==> src/rtl/median_filter_sched_if.sv <==
// Requester, filter and result signals of the median filter burst scheduler.
// The slave modport is the scheduler's view; the master modport is its surroundings.
interface median_filter_sched_if #(
  parameter int unsigned WORD_LEN = 8
);
  logic [WORD_LEN-1:0] s0_dat;
  logic                s0_val;
  logic                s0_last;
  logic                s0_rdy;
  logic [WORD_LEN-1:0] s1_dat;
  logic                s1_val;
  logic                s1_last;
  logic                s1_rdy;
  logic [WORD_LEN-1:0] f_dat_o;
  logic                f_val_o;
  logic [WORD_LEN-1:0] f_dat_i;
  logic                f_val_i;
  logic [WORD_LEN-1:0] m0_dat;
  logic                m0_val;
  logic [WORD_LEN-1:0] m1_dat;
  logic                m1_val;
  logic                grant;
  logic                busy;
  logic                err;

  modport slave (
    input  s0_dat, s0_val, s0_last, s1_dat, s1_val, s1_last, f_dat_i, f_val_i,
    output s0_rdy, s1_rdy, f_dat_o, f_val_o, m0_dat, m0_val, m1_dat, m1_val,
           grant, busy, err
  );

  modport master (
    output s0_dat, s0_val, s0_last, s1_dat, s1_val, s1_last, f_dat_i, f_val_i,
    input  s0_rdy, s1_rdy, f_dat_o, f_val_o, m0_dat, m0_val, m1_dat, m1_val,
           grant, busy, err
  );
endinterface

==> src/rtl/median_filter_sched.sv <==
// Shares one median filter between two requesters: round-robin whole-burst grants,
// idle gaps between bursts, and an in-order tag FIFO routing results back.
module median_filter_sched #(
  parameter int unsigned WORD_LEN  = 8,
  parameter int unsigned MAX_BURST = 16,
  parameter int unsigned GAP       = 5,
  parameter int unsigned TAG_DEPTH = 16
) (
  input  logic                  clk,
  input  logic                  rst_n,
  median_filter_sched_if.slave  bus
);
  localparam int unsigned BW = $clog2(MAX_BURST + 1);
  localparam int unsigned GW = (GAP > 1) ? $clog2(GAP) : 1;
  localparam int unsigned PW = (TAG_DEPTH > 1) ? $clog2(TAG_DEPTH) : 1;
  localparam int unsigned CW = PW + 1;

  typedef enum logic [1:0] {ST_IDLE, ST_STREAM, ST_GAP} state_e;

  state_e              state_q, state_d;
  logic                grant_q, grant_d;
  logic                rr_q, rr_d;
  logic [BW-1:0]       beat_q, beat_d;
  logic [GW-1:0]       gap_q, gap_d;
  logic [WORD_LEN-1:0] f_dat_q, f_dat_d;
  logic                f_val_q, f_val_d;
  logic [PW-1:0]       wr_ptr_q, wr_ptr_d;
  logic [PW-1:0]       rd_ptr_q, rd_ptr_d;
  logic [CW-1:0]       cnt_q, cnt_d;
  logic [WORD_LEN-1:0] m0_dat_q, m0_dat_d;
  logic                m0_val_q, m0_val_d;
  logic [WORD_LEN-1:0] m1_dat_q, m1_dat_d;
  logic                m1_val_q, m1_val_d;
  logic                err_q, err_d;
  logic                tag_mem_q [TAG_DEPTH];

  logic                tag_full_c, tag_empty_c;
  logic                s0_rdy_c, s1_rdy_c;
  logic                hs_c, push_c, pop_c, tag_out_c, sel_last_c;
  logic [WORD_LEN-1:0] sel_dat_c;

  // Ready depends only on registered state, never on the requester's valid.
  assign tag_full_c  = (cnt_q == CW'(TAG_DEPTH));
  assign tag_empty_c = (cnt_q == '0);
  assign s0_rdy_c    = (state_q == ST_STREAM) & ~grant_q & ~tag_full_c;
  assign s1_rdy_c    = (state_q == ST_STREAM) &  grant_q & ~tag_full_c;
  assign hs_c        = (bus.s0_val & s0_rdy_c) | (bus.s1_val & s1_rdy_c);
  assign sel_dat_c   = grant_q ? bus.s1_dat  : bus.s0_dat;
  assign sel_last_c  = grant_q ? bus.s1_last : bus.s0_last;
  assign push_c      = hs_c;
  assign pop_c       = bus.f_val_i & ~tag_empty_c;
  assign tag_out_c   = tag_mem_q[rd_ptr_q];

  always_comb begin
    state_d  = state_q;
    grant_d  = grant_q;
    rr_d     = rr_q;
    beat_d   = beat_q;
    gap_d    = gap_q;
    f_val_d  = hs_c;
    f_dat_d  = hs_c ? sel_dat_c : f_dat_q;
    wr_ptr_d = push_c ? wr_ptr_q + PW'(1) : wr_ptr_q;
    rd_ptr_d = pop_c  ? rd_ptr_q + PW'(1) : rd_ptr_q;
    cnt_d    = cnt_q + CW'(push_c) - CW'(pop_c);
    m0_val_d = pop_c & ~tag_out_c;
    m1_val_d = pop_c &  tag_out_c;
    m0_dat_d = (pop_c & ~tag_out_c) ? bus.f_dat_i : m0_dat_q;
    m1_dat_d = (pop_c &  tag_out_c) ? bus.f_dat_i : m1_dat_q;
    err_d    = err_q | (bus.f_val_i & tag_empty_c);

    case (state_q)
      ST_IDLE: begin
        if (bus.s0_val | bus.s1_val) begin
          state_d = ST_STREAM;
          beat_d  = '0;
          // On a tie the pointer names the last tie winner; the other side wins.
          if (bus.s0_val & bus.s1_val) begin
            grant_d = ~rr_q;
            rr_d    = ~rr_q;
          end else begin
            grant_d = bus.s1_val;
          end
        end
      end
      ST_STREAM: begin
        if (hs_c) begin
          beat_d = beat_q + BW'(1);
          if (sel_last_c | (beat_q == BW'(MAX_BURST - 1))) begin
            state_d = ST_GAP;
            gap_d   = '0;
          end
        end
      end
      ST_GAP: begin
        if (gap_q == GW'(GAP - 1)) state_d = ST_IDLE;
        else                       gap_d   = gap_q + GW'(1);
      end
      default: state_d = ST_IDLE;
    endcase
  end

  always_ff @(posedge clk) begin
    if (!rst_n) begin
      state_q  <= ST_IDLE;
      grant_q  <= 1'b0;
      rr_q     <= 1'b1;
      beat_q   <= '0;
      gap_q    <= '0;
      f_dat_q  <= '0;
      f_val_q  <= 1'b0;
      wr_ptr_q <= '0;
      rd_ptr_q <= '0;
      cnt_q    <= '0;
      m0_dat_q <= '0;
      m0_val_q <= 1'b0;
      m1_dat_q <= '0;
      m1_val_q <= 1'b0;
      err_q    <= 1'b0;
    end else begin
      state_q  <= state_d;
      grant_q  <= grant_d;
      rr_q     <= rr_d;
      beat_q   <= beat_d;
      gap_q    <= gap_d;
      f_dat_q  <= f_dat_d;
      f_val_q  <= f_val_d;
      wr_ptr_q <= wr_ptr_d;
      rd_ptr_q <= rd_ptr_d;
      cnt_q    <= cnt_d;
      m0_dat_q <= m0_dat_d;
      m0_val_q <= m0_val_d;
      m1_dat_q <= m1_dat_d;
      m1_val_q <= m1_val_d;
      err_q    <= err_d;
    end
  end

  // Tag storage needs no reset; only the pointers define its contents.
  always_ff @(posedge clk) begin
    if (push_c) tag_mem_q[wr_ptr_q] <= grant_q;
  end

  assign bus.s0_rdy  = s0_rdy_c;
  assign bus.s1_rdy  = s1_rdy_c;
  assign bus.f_dat_o = f_dat_q;
  assign bus.f_val_o = f_val_q;
  assign bus.m0_dat  = m0_dat_q;
  assign bus.m0_val  = m0_val_q;
  assign bus.m1_dat  = m1_dat_q;
  assign bus.m1_val  = m1_val_q;
  assign bus.grant   = grant_q;
  assign bus.busy    = (state_q != ST_IDLE) | ~tag_empty_c;
  assign bus.err     = err_q;
endmodule

==> src/flat_wrapper.sv <==
// flat-port wrapper written by rule: the top's interface ports become plain ports
module median_filter_sched_flat 
#(
  parameter int unsigned WORD_LEN  = 8,
  parameter int unsigned MAX_BURST = 16,
  parameter int unsigned GAP       = 5,
  parameter int unsigned TAG_DEPTH = 16
)
  (clk, rst_n, bus_s0_dat, bus_s0_val, bus_s0_last, bus_s1_dat, bus_s1_val, bus_s1_last, bus_f_dat_i, bus_f_val_i, bus_s0_rdy, bus_s1_rdy, bus_f_dat_o, bus_f_val_o, bus_m0_dat, bus_m0_val, bus_m1_dat, bus_m1_val, bus_grant, bus_busy, bus_err);
  median_filter_sched_if #(.WORD_LEN(WORD_LEN)) bus_i ();
  input  logic clk;
  input  logic rst_n;
  input wire logic [$bits(bus_i.s0_dat)-1:0] bus_s0_dat;
  input wire logic [$bits(bus_i.s0_val)-1:0] bus_s0_val;
  input wire logic [$bits(bus_i.s0_last)-1:0] bus_s0_last;
  input wire logic [$bits(bus_i.s1_dat)-1:0] bus_s1_dat;
  input wire logic [$bits(bus_i.s1_val)-1:0] bus_s1_val;
  input wire logic [$bits(bus_i.s1_last)-1:0] bus_s1_last;
  input wire logic [$bits(bus_i.f_dat_i)-1:0] bus_f_dat_i;
  input wire logic [$bits(bus_i.f_val_i)-1:0] bus_f_val_i;
  output wire logic [$bits(bus_i.s0_rdy)-1:0] bus_s0_rdy;
  output wire logic [$bits(bus_i.s1_rdy)-1:0] bus_s1_rdy;
  output wire logic [$bits(bus_i.f_dat_o)-1:0] bus_f_dat_o;
  output wire logic [$bits(bus_i.f_val_o)-1:0] bus_f_val_o;
  output wire logic [$bits(bus_i.m0_dat)-1:0] bus_m0_dat;
  output wire logic [$bits(bus_i.m0_val)-1:0] bus_m0_val;
  output wire logic [$bits(bus_i.m1_dat)-1:0] bus_m1_dat;
  output wire logic [$bits(bus_i.m1_val)-1:0] bus_m1_val;
  output wire logic [$bits(bus_i.grant)-1:0] bus_grant;
  output wire logic [$bits(bus_i.busy)-1:0] bus_busy;
  output wire logic [$bits(bus_i.err)-1:0] bus_err;
  assign bus_i.s0_dat = bus_s0_dat;
  assign bus_i.s0_val = bus_s0_val;
  assign bus_i.s0_last = bus_s0_last;
  assign bus_i.s1_dat = bus_s1_dat;
  assign bus_i.s1_val = bus_s1_val;
  assign bus_i.s1_last = bus_s1_last;
  assign bus_i.f_dat_i = bus_f_dat_i;
  assign bus_i.f_val_i = bus_f_val_i;
  assign bus_s0_rdy = bus_i.s0_rdy;
  assign bus_s1_rdy = bus_i.s1_rdy;
  assign bus_f_dat_o = bus_i.f_dat_o;
  assign bus_f_val_o = bus_i.f_val_o;
  assign bus_m0_dat = bus_i.m0_dat;
  assign bus_m0_val = bus_i.m0_val;
  assign bus_m1_dat = bus_i.m1_dat;
  assign bus_m1_val = bus_i.m1_val;
  assign bus_grant = bus_i.grant;
  assign bus_busy = bus_i.busy;
  assign bus_err = bus_i.err;
  median_filter_sched #(.WORD_LEN(WORD_LEN), .MAX_BURST(MAX_BURST), .GAP(GAP), .TAG_DEPTH(TAG_DEPTH)) u_core (.clk(clk), .rst_n(rst_n), .bus(bus_i));
endmodule
==> config.mk <==
export PLATFORM = sky130hd
export DESIGN_NAME = median_filter_sched_flat
export DESIGN_NICKNAME = d
export VERILOG_FILES = /design/src/rtl/median_filter_sched_if.sv /design/src/rtl/median_filter_sched.sv /design/src/flat_wrapper.sv
export SDC_FILE = /design/constraint.sdc
export NUM_CORES = 1
export LEC_CHECK = 0
export CELL_PAD_IN_SITES_DETAIL_PLACEMENT = 0
export CELL_PAD_IN_SITES_GLOBAL_PLACEMENT = 1
export CORE_UTILIZATION = 36
export DETAILED_ROUTE_END_ITERATION = 8
export GPL_TIMING_DRIVEN = 0
export PLACE_DENSITY = 0.87
export SETUP_SLACK_MARGIN = 0.15
export SLEW_MARGIN = 20
export SYNTH_ARGS = -nofsm -noshare
export SYNTH_HDL_FRONTEND = slang
export SYNTH_SLANG_ARGS = --single-unit
==> constraint.sdc <==
create_clock -name clk -period 2.8 [get_ports clk]
set_clock_uncertainty 0.15 [all_clocks]
set_input_delay 0.42 -clock clk [delete_from_list [all_inputs] [get_ports clk]]
set_output_delay 0.42 -clock clk [all_outputs]
set_load 0.02 [all_outputs]
**Yosys cells after proc, flatten, opt, wreduce, memory -nomap -nowiden**

Memories as Yosys holds them, arrays and structs flattened. A register that Yosys moved wholly into a read port is not among the register bits.
Index checks and enable logic that the tools add are counted.
W data, S select, Z words.

- Register bits after elaboration: 53
- Memories: 1
- Bits of input ports: 31
- Word-level logic and storage cells: 82
- Memory bits (writable): 16

- Reductions and logical operators: 10
- Bitwise gates (word level): 21
- Eq/ne operators: 10
- Muxes and demuxes: 19
- Add/sub/neg operators: 6

Memories:

| name | depth | bits a word | read ports | clocked after memory_dff | wr ports | line | source |
|---|---|---|---|---|---|---|---|
| u_core.tag_mem_q | 16 | 1 | 1 | 1 | 1 | median_filter_sched.sv:35 | `logic tag_mem_q [TAG_DEPTH];` |

Operator list:

| kind | count |
|---|---|
| $and A1 B1 Y1 | 11 |
| $mux W5 | 2 |
| $pmux W5 S2 | 1 |
| $mux W3 | 3 |
| $add A4 B1 Y4 const B | 2 |
| $mux W2 | 4 |
| $mux W4 | 2 |
| $mux W8 | 1 |
| $reduce_and A4 Y1 | 2 |
| $ne A2 B1 Y1 const B | 3 |
| $pmux W2 S3 | 1 |
| $pmux W3 S2 | 1 |
| $reduce_and A3 Y1 | 2 |
| $reduce_bool A2 Y1 | 3 |
| $add A5 B1 Y5 | 1 |
| $add A5 B1 Y5 const B | 1 |
| $eq A5 B4 Y1 const B | 1 |
| $eq A5 B5 Y1 const B | 1 |
| $logic_not A5 Y1 | 1 |
| $not A1 Y1 | 5 |
| $or A1 B1 Y1 | 5 |
| $sub A5 B1 Y5 | 1 |
| $mux W1 | 4 |
| $ne A2 B2 Y1 const B | 2 |
| 6 further kinds | 6 |

**Logic depth before layout (Yosys ltp)**

- Depth after elaboration: 7
- Gate-level depth with buffers: 15
- Mapped depth without buffers: 13

**Least setup slack after synthesis**

No wires, ideal clock.

- Path kind: reg2reg
- From: register u_core.grant_q, in the netlist u_core.bus.grant
- To: register u_core.cnt_q[4]
- Setup slack: -0.243 ns
- Data arrival time: 2.765 ns
- Data required time: 2.522 ns
- Cell stages (with the launch flop): 14
- Period minus slack after synthesis: 3.043 ns
- Path through: dfxtp_1 mux2_2 and3_1 buf_4 inv_1 buf_4 ha_1 inv_1 ha_1 fa_1 a21oi_1 o21bai_1 xnor2_1 nor2_1

- Cells in the longest elaborated chain, start to end: 7

Ends and longest elaborated chain:

| what | line | source |
|---|---|---|
| from (decl) | median_filter_sched.sv:21 | `logic grant_q, grant_d;` |
| from (signal assigned) | median_filter_sched.sv:121 | `grant_q <= grant_d;` |
| $not A1 Y1 | median_filter_sched.sv:45 | `assign s0_rdy_c = (state_q == ST_STREAM) & ~grant_q & ~tag_full_c;` |
| $and A1 B1 Y1 (2 in series) | median_filter_sched.sv:45 |  |
| $and A1 B1 Y1 | median_filter_sched.sv:47 | `assign hs_c = (bus.s0_val & s0_rdy_c) \| (bus.s1_val & s1_rdy_c);` |
| $or A1 B1 Y1 (*) | median_filter_sched.sv:47 |  |
| $add A5 B1 Y5 (*) | median_filter_sched.sv:64 | `cnt_d = cnt_q + CW'(push_c) - CW'(pop_c);` |
| $sub A5 B1 Y5 (*) | median_filter_sched.sv:64 |  |
| to (signal assigned) | median_filter_sched.sv:129 | `cnt_q <= cnt_d;` |
| to (decl) | median_filter_sched.sv:29 | `logic [CW-1:0] cnt_q, cnt_d;` |

Every way passes the cells marked *; elsewhere a longest branch is shown, timed or not.
A chain may end at the register's enable or synchronous reset.

**Worst setup path after layout**

- From: register u_core.cnt_q[3]
- To: register u_core.cnt_q[4]

- Cells in the longest elaborated chain, start to end: 7

Ends and longest elaborated chain:

| what | line | source |
|---|---|---|
| $eq A5 B5 Y1 | median_filter_sched.sv:43 | `assign tag_full_c = (cnt_q == CW'(TAG_DEPTH));` |
| $not A1 Y1 | median_filter_sched.sv:45, median_filter_sched.sv:46 |  |
| $and A1 B1 Y1, on equally long branches | median_filter_sched.sv:45, median_filter_sched.sv:46 |  |
| $and A1 B1 Y1 | median_filter_sched.sv:47 |  |
| $or A1 B1 Y1 | median_filter_sched.sv:47 |  |
| $add A5 B1 Y5 | median_filter_sched.sv:64 |  |
| $sub A5 B1 Y5 (*) | median_filter_sched.sv:64 |  |

Marked as above.

==> metrics.md <==
| Metric | Value |
|---|---|
| Port buffer count | `61` |
| Cells after Synth | `322` |
| CTS tree | `yes` |
| Avg WL per Cell | `13.6 um` |
| Syn_nets | `between 300 and 400` |
| Final setup TNS | `0 ps` |
| # setup viols final | `0` |
| Clk slew on worst S/H paths | `80 ps` |
| Critical Path Fanout Max | `3` |
| Crit path DAT | `2710 ps` |
| Area of the multi-input gates | `1630 um^2` |
| Yosys top cell by area | `dfxtp_1` |
| Register bit total from synthesis | `between 70 and 80` |
| Synth Flop Type | `dfxtp_1` |
| DPL Wire Length | `5.05 mm` |
| Starting Density | `around 37%` |
| Vias in the first global route | `around 2.5k` |
| Reg area | `1630 um^2` |
| Hold slack | `311 ps` |
| Fill count | `slightly above 800` |
| Clock root buffer | `clkbuf_8` |
| Top-count cell post-synth | `dfxtp_1` |
| Critical path startpoint category | `register` |
| WP data required | `2870 ps` |
| Slew headroom | `56.1%` |
| Row cnt | `34` |
| Crit path capture type | `register` |
| TritonCTS Buffers | `9` |
| Nets | `449` |
| WS Path Type | `register to register` |
| H-tree depth | `3` |
| Share of cells above drive strength 1 | `approximately an eighth` |
| Gpl congestion | `0.814` |
| Non-Filler Instances | `515` |
| Min-Delay Path Class | `register to register` |
| F_max | `379 MHz` |
| DP Cell Count | `491` |
| Post-route core utilization | `50.0%` |
| Die height | `97.6 um` |
| Routed WL | `7.02 mm` |
| GR Util All Layers | `15.2%` |
| Tcrit/Tclk final | `94.4%` |
| Largest net degree at the start of global routing | `13` |
| Pre-antenna DRT Iters | `6` |
| Final Hold Vio Count | `0` |
| Num ports | `63` |
| Cell area after synthesis | `3290 um^2` |
| Pwr per Cell Area | `slightly above 800 nW/um^2` |
| Routed via count | `2524` |
| Post-route ant nets | `0` |
| PnR worst setup slack | `158 ps` |
| Leakage | `1.65 nW` |
| Post-route DRC | `4` |
| Max Slew Vio Count | `0` |
| Commonest cells post-synth | `dfxtp_1, nand2_1, mux2i_1, nor2_1, and3_1` |
| Die area | `9530 um^2` |
| Pre-CTS setup slack | `-460 ps` |
| Register area share after synthesis | `49.2%` |
| P&R area growth vs syn | `33.8%` |
| Die Width | `approximately 98 um` |
| Clk_lat worst skew | `350 ps` |
| Post-synthesis async set-or-reset flop share | `0%` |
| Min cycle time layout | `2640 ps` |
| Run status | `finished, violations left` |
| Worst vdd ir | `around 0.31 mV` |
| Antenna cell count | `0` |
| Clk sink count | `73` |
| Initial antenna violation count | `0` |
| Detailed Route Iter0 Violations | `86` |
| EDFF count, synth | `16` |
| Distinct cells, synth | `41` |
| Global route total overflow | `0` |
| Core area | `8810 um^2` |
| Worst Max-Slew Pin Slew | `652 ps` |
| Cts hold-fix bufs | `0` |
| Clock buffer depth | `2` |
| MaxCap Viol Count | `0` |
| Syn avg cell area | `approximately 10 um^2` |
| Top cells by area, synth | `dfxtp_1, edfxtp_1, mux2i_1, ha_1, nand2_1` |
| Failing checks | `DRC` |
| Yosys warning total | `0` |
| Via density | `between 4 and 5` |
| First-pass GRT wire length | `11.4 mm` |
| Post-synth top area share | `between 30% and 40%` |
| Unrepaired setup endpoints after global routing | `yes` |
-- repair_timing --
item / CTS / global route
buffers inserted: 3 / 5
endpoints found under the setup margin: 7 / 7
pin swaps: 2 / 7
resized for setup: 8 / 14
-- flip-flops by register name, summed over array words and instances, names as in the netlist, named ones only --
register	cells
u_core.tag_mem_q	16
u_core.wr_ptr_q	4
u_core.bus.m0_dat	8
u_core.bus.grant	1
u_core.beat_q	5
u_core.bus.m0_val	1
u_core.bus.err	1
u_core.cnt_q	5
u_core.bus.f_val_o	1
u_core.bus.f_dat_o	8
u_core.rr_q	1
u_core.bus.m1_dat	8
u_core.rd_ptr_q	4
u_core.state_q	2
u_core.bus.m1_val	1
u_core.gap_q	3
-- cell type report --
| class | count | area share, % |
|---|---|---|
| flip-flops and latches | 73 | 37.0 |
| multi-input cells | 221 | 37.0 |
| repair buffers | 69 | 15.1 |
| clock buffers | 12 | 3.55 |
| well taps | 108 | 3.07 |
| plain buffers | 15 | 2.02 |
| inverters | 13 | 1.16 |
| clock inverters | 4 | 1.11 |
-- placed cells by master (no fill, tap or decap), types with 3 or more instances in the layout --
master | Yosys | final
a211oi_1 | 9 | 9
a21oi_1 | 12 | 11
and2_1 | 4 | 4
and3_1 | 18 | 17
buf_2 | 1 | 3
buf_4 | 2 | 7
buf_6 | 2 | 4
clkbuf_1 | 8 | 10
clkbuf_8 | 0 | 9
clkdlybuf4s50_1 | 0 | 59
dfxtp_1 | 57 | 52
dfxtp_2 | 0 | 4
edfxtp_1 | 16 | 16
ha_1 | 15 | 12
ha_4 | 0 | 3
inv_1 | 13 | 9
inv_2 | 0 | 3
mux2i_1 | 35 | 35
nand2_1 | 41 | 41
nand3_1 | 10 | 10
nor2_1 | 28 | 27
nor2b_1 | 7 | 6
nor3_1 | 4 | 4
o21ai_0 | 4 | 4
xnor2_1 | 7 | 7
xor2_1 | 3 | 3
-- cells by family after synthesis --
logic type | synth area share (%)
AOI/OAI and AO/OA | 7.98
xor gates and xnor gates | 2.66
adders and majority gates | 6.31
buffers and inverters | 3.91
DFF | 49.2
muxes | 12.3
and+or+nand+nor | 17.6
-- path summary, 6_finish.rpt --
| check | from | endpoint | slack (ps) | cells past startpoint |
|---|---|---|---|---|
| max | u_core.cnt_q[3] | u_core.cnt_q[4] | 160 | 15 |
| min | u_core.bus.m1_dat[3] | u_core.bus.m1_dat[3] | 310 | 2 |
| max reg2reg | u_core.cnt_q[3] | u_core.cnt_q[4] | 160 | 15 |
| min reg2reg | u_core.bus.m1_dat[3] | u_core.bus.m1_dat[3] | 310 | 2 |
-- worst max-delay path: stages (launching register included) --
cell and delay [ps]:
dfxtp_2 350, inv_2 50, ha_4 170, nand4bb_4 100, and3_4 190, buf_6 100, inv_4 30, buf_6 110
ha_4 260, inv_2 40, ha_4 150, fa_2 380, a21oi_2 150, o21bai_1 90, xnor2_1 160, nor2_1 50
-- power breakdown --
group,internal [mW],switching (mW),total [mW]
combinational,0.706,0.674,1.38
clock,0.465,0.387,0.853
sequential,1.25,0.136,1.38
total,2.42,1.20,3.61
-- per-stage QoR --
stage | total power [mW] | area, um^2
CTS | 3.50 | 4300
detailed placement | 2.61 | 4060
global placement | 2.58 | 4060
finish | 3.61 | 4410
floorplan | 2.20 | 3320
global route | 3.85 | 4410
-- routing by layer --
metal / global-route usage, % / part of all wire [%]
met3: 3.09 / 2.6
met1: 17.1 / 44
met5: 0 / 0
met2: 26.6 / 50
met4: 8.39 / 2.5
(Power assumes the default switching activity.)
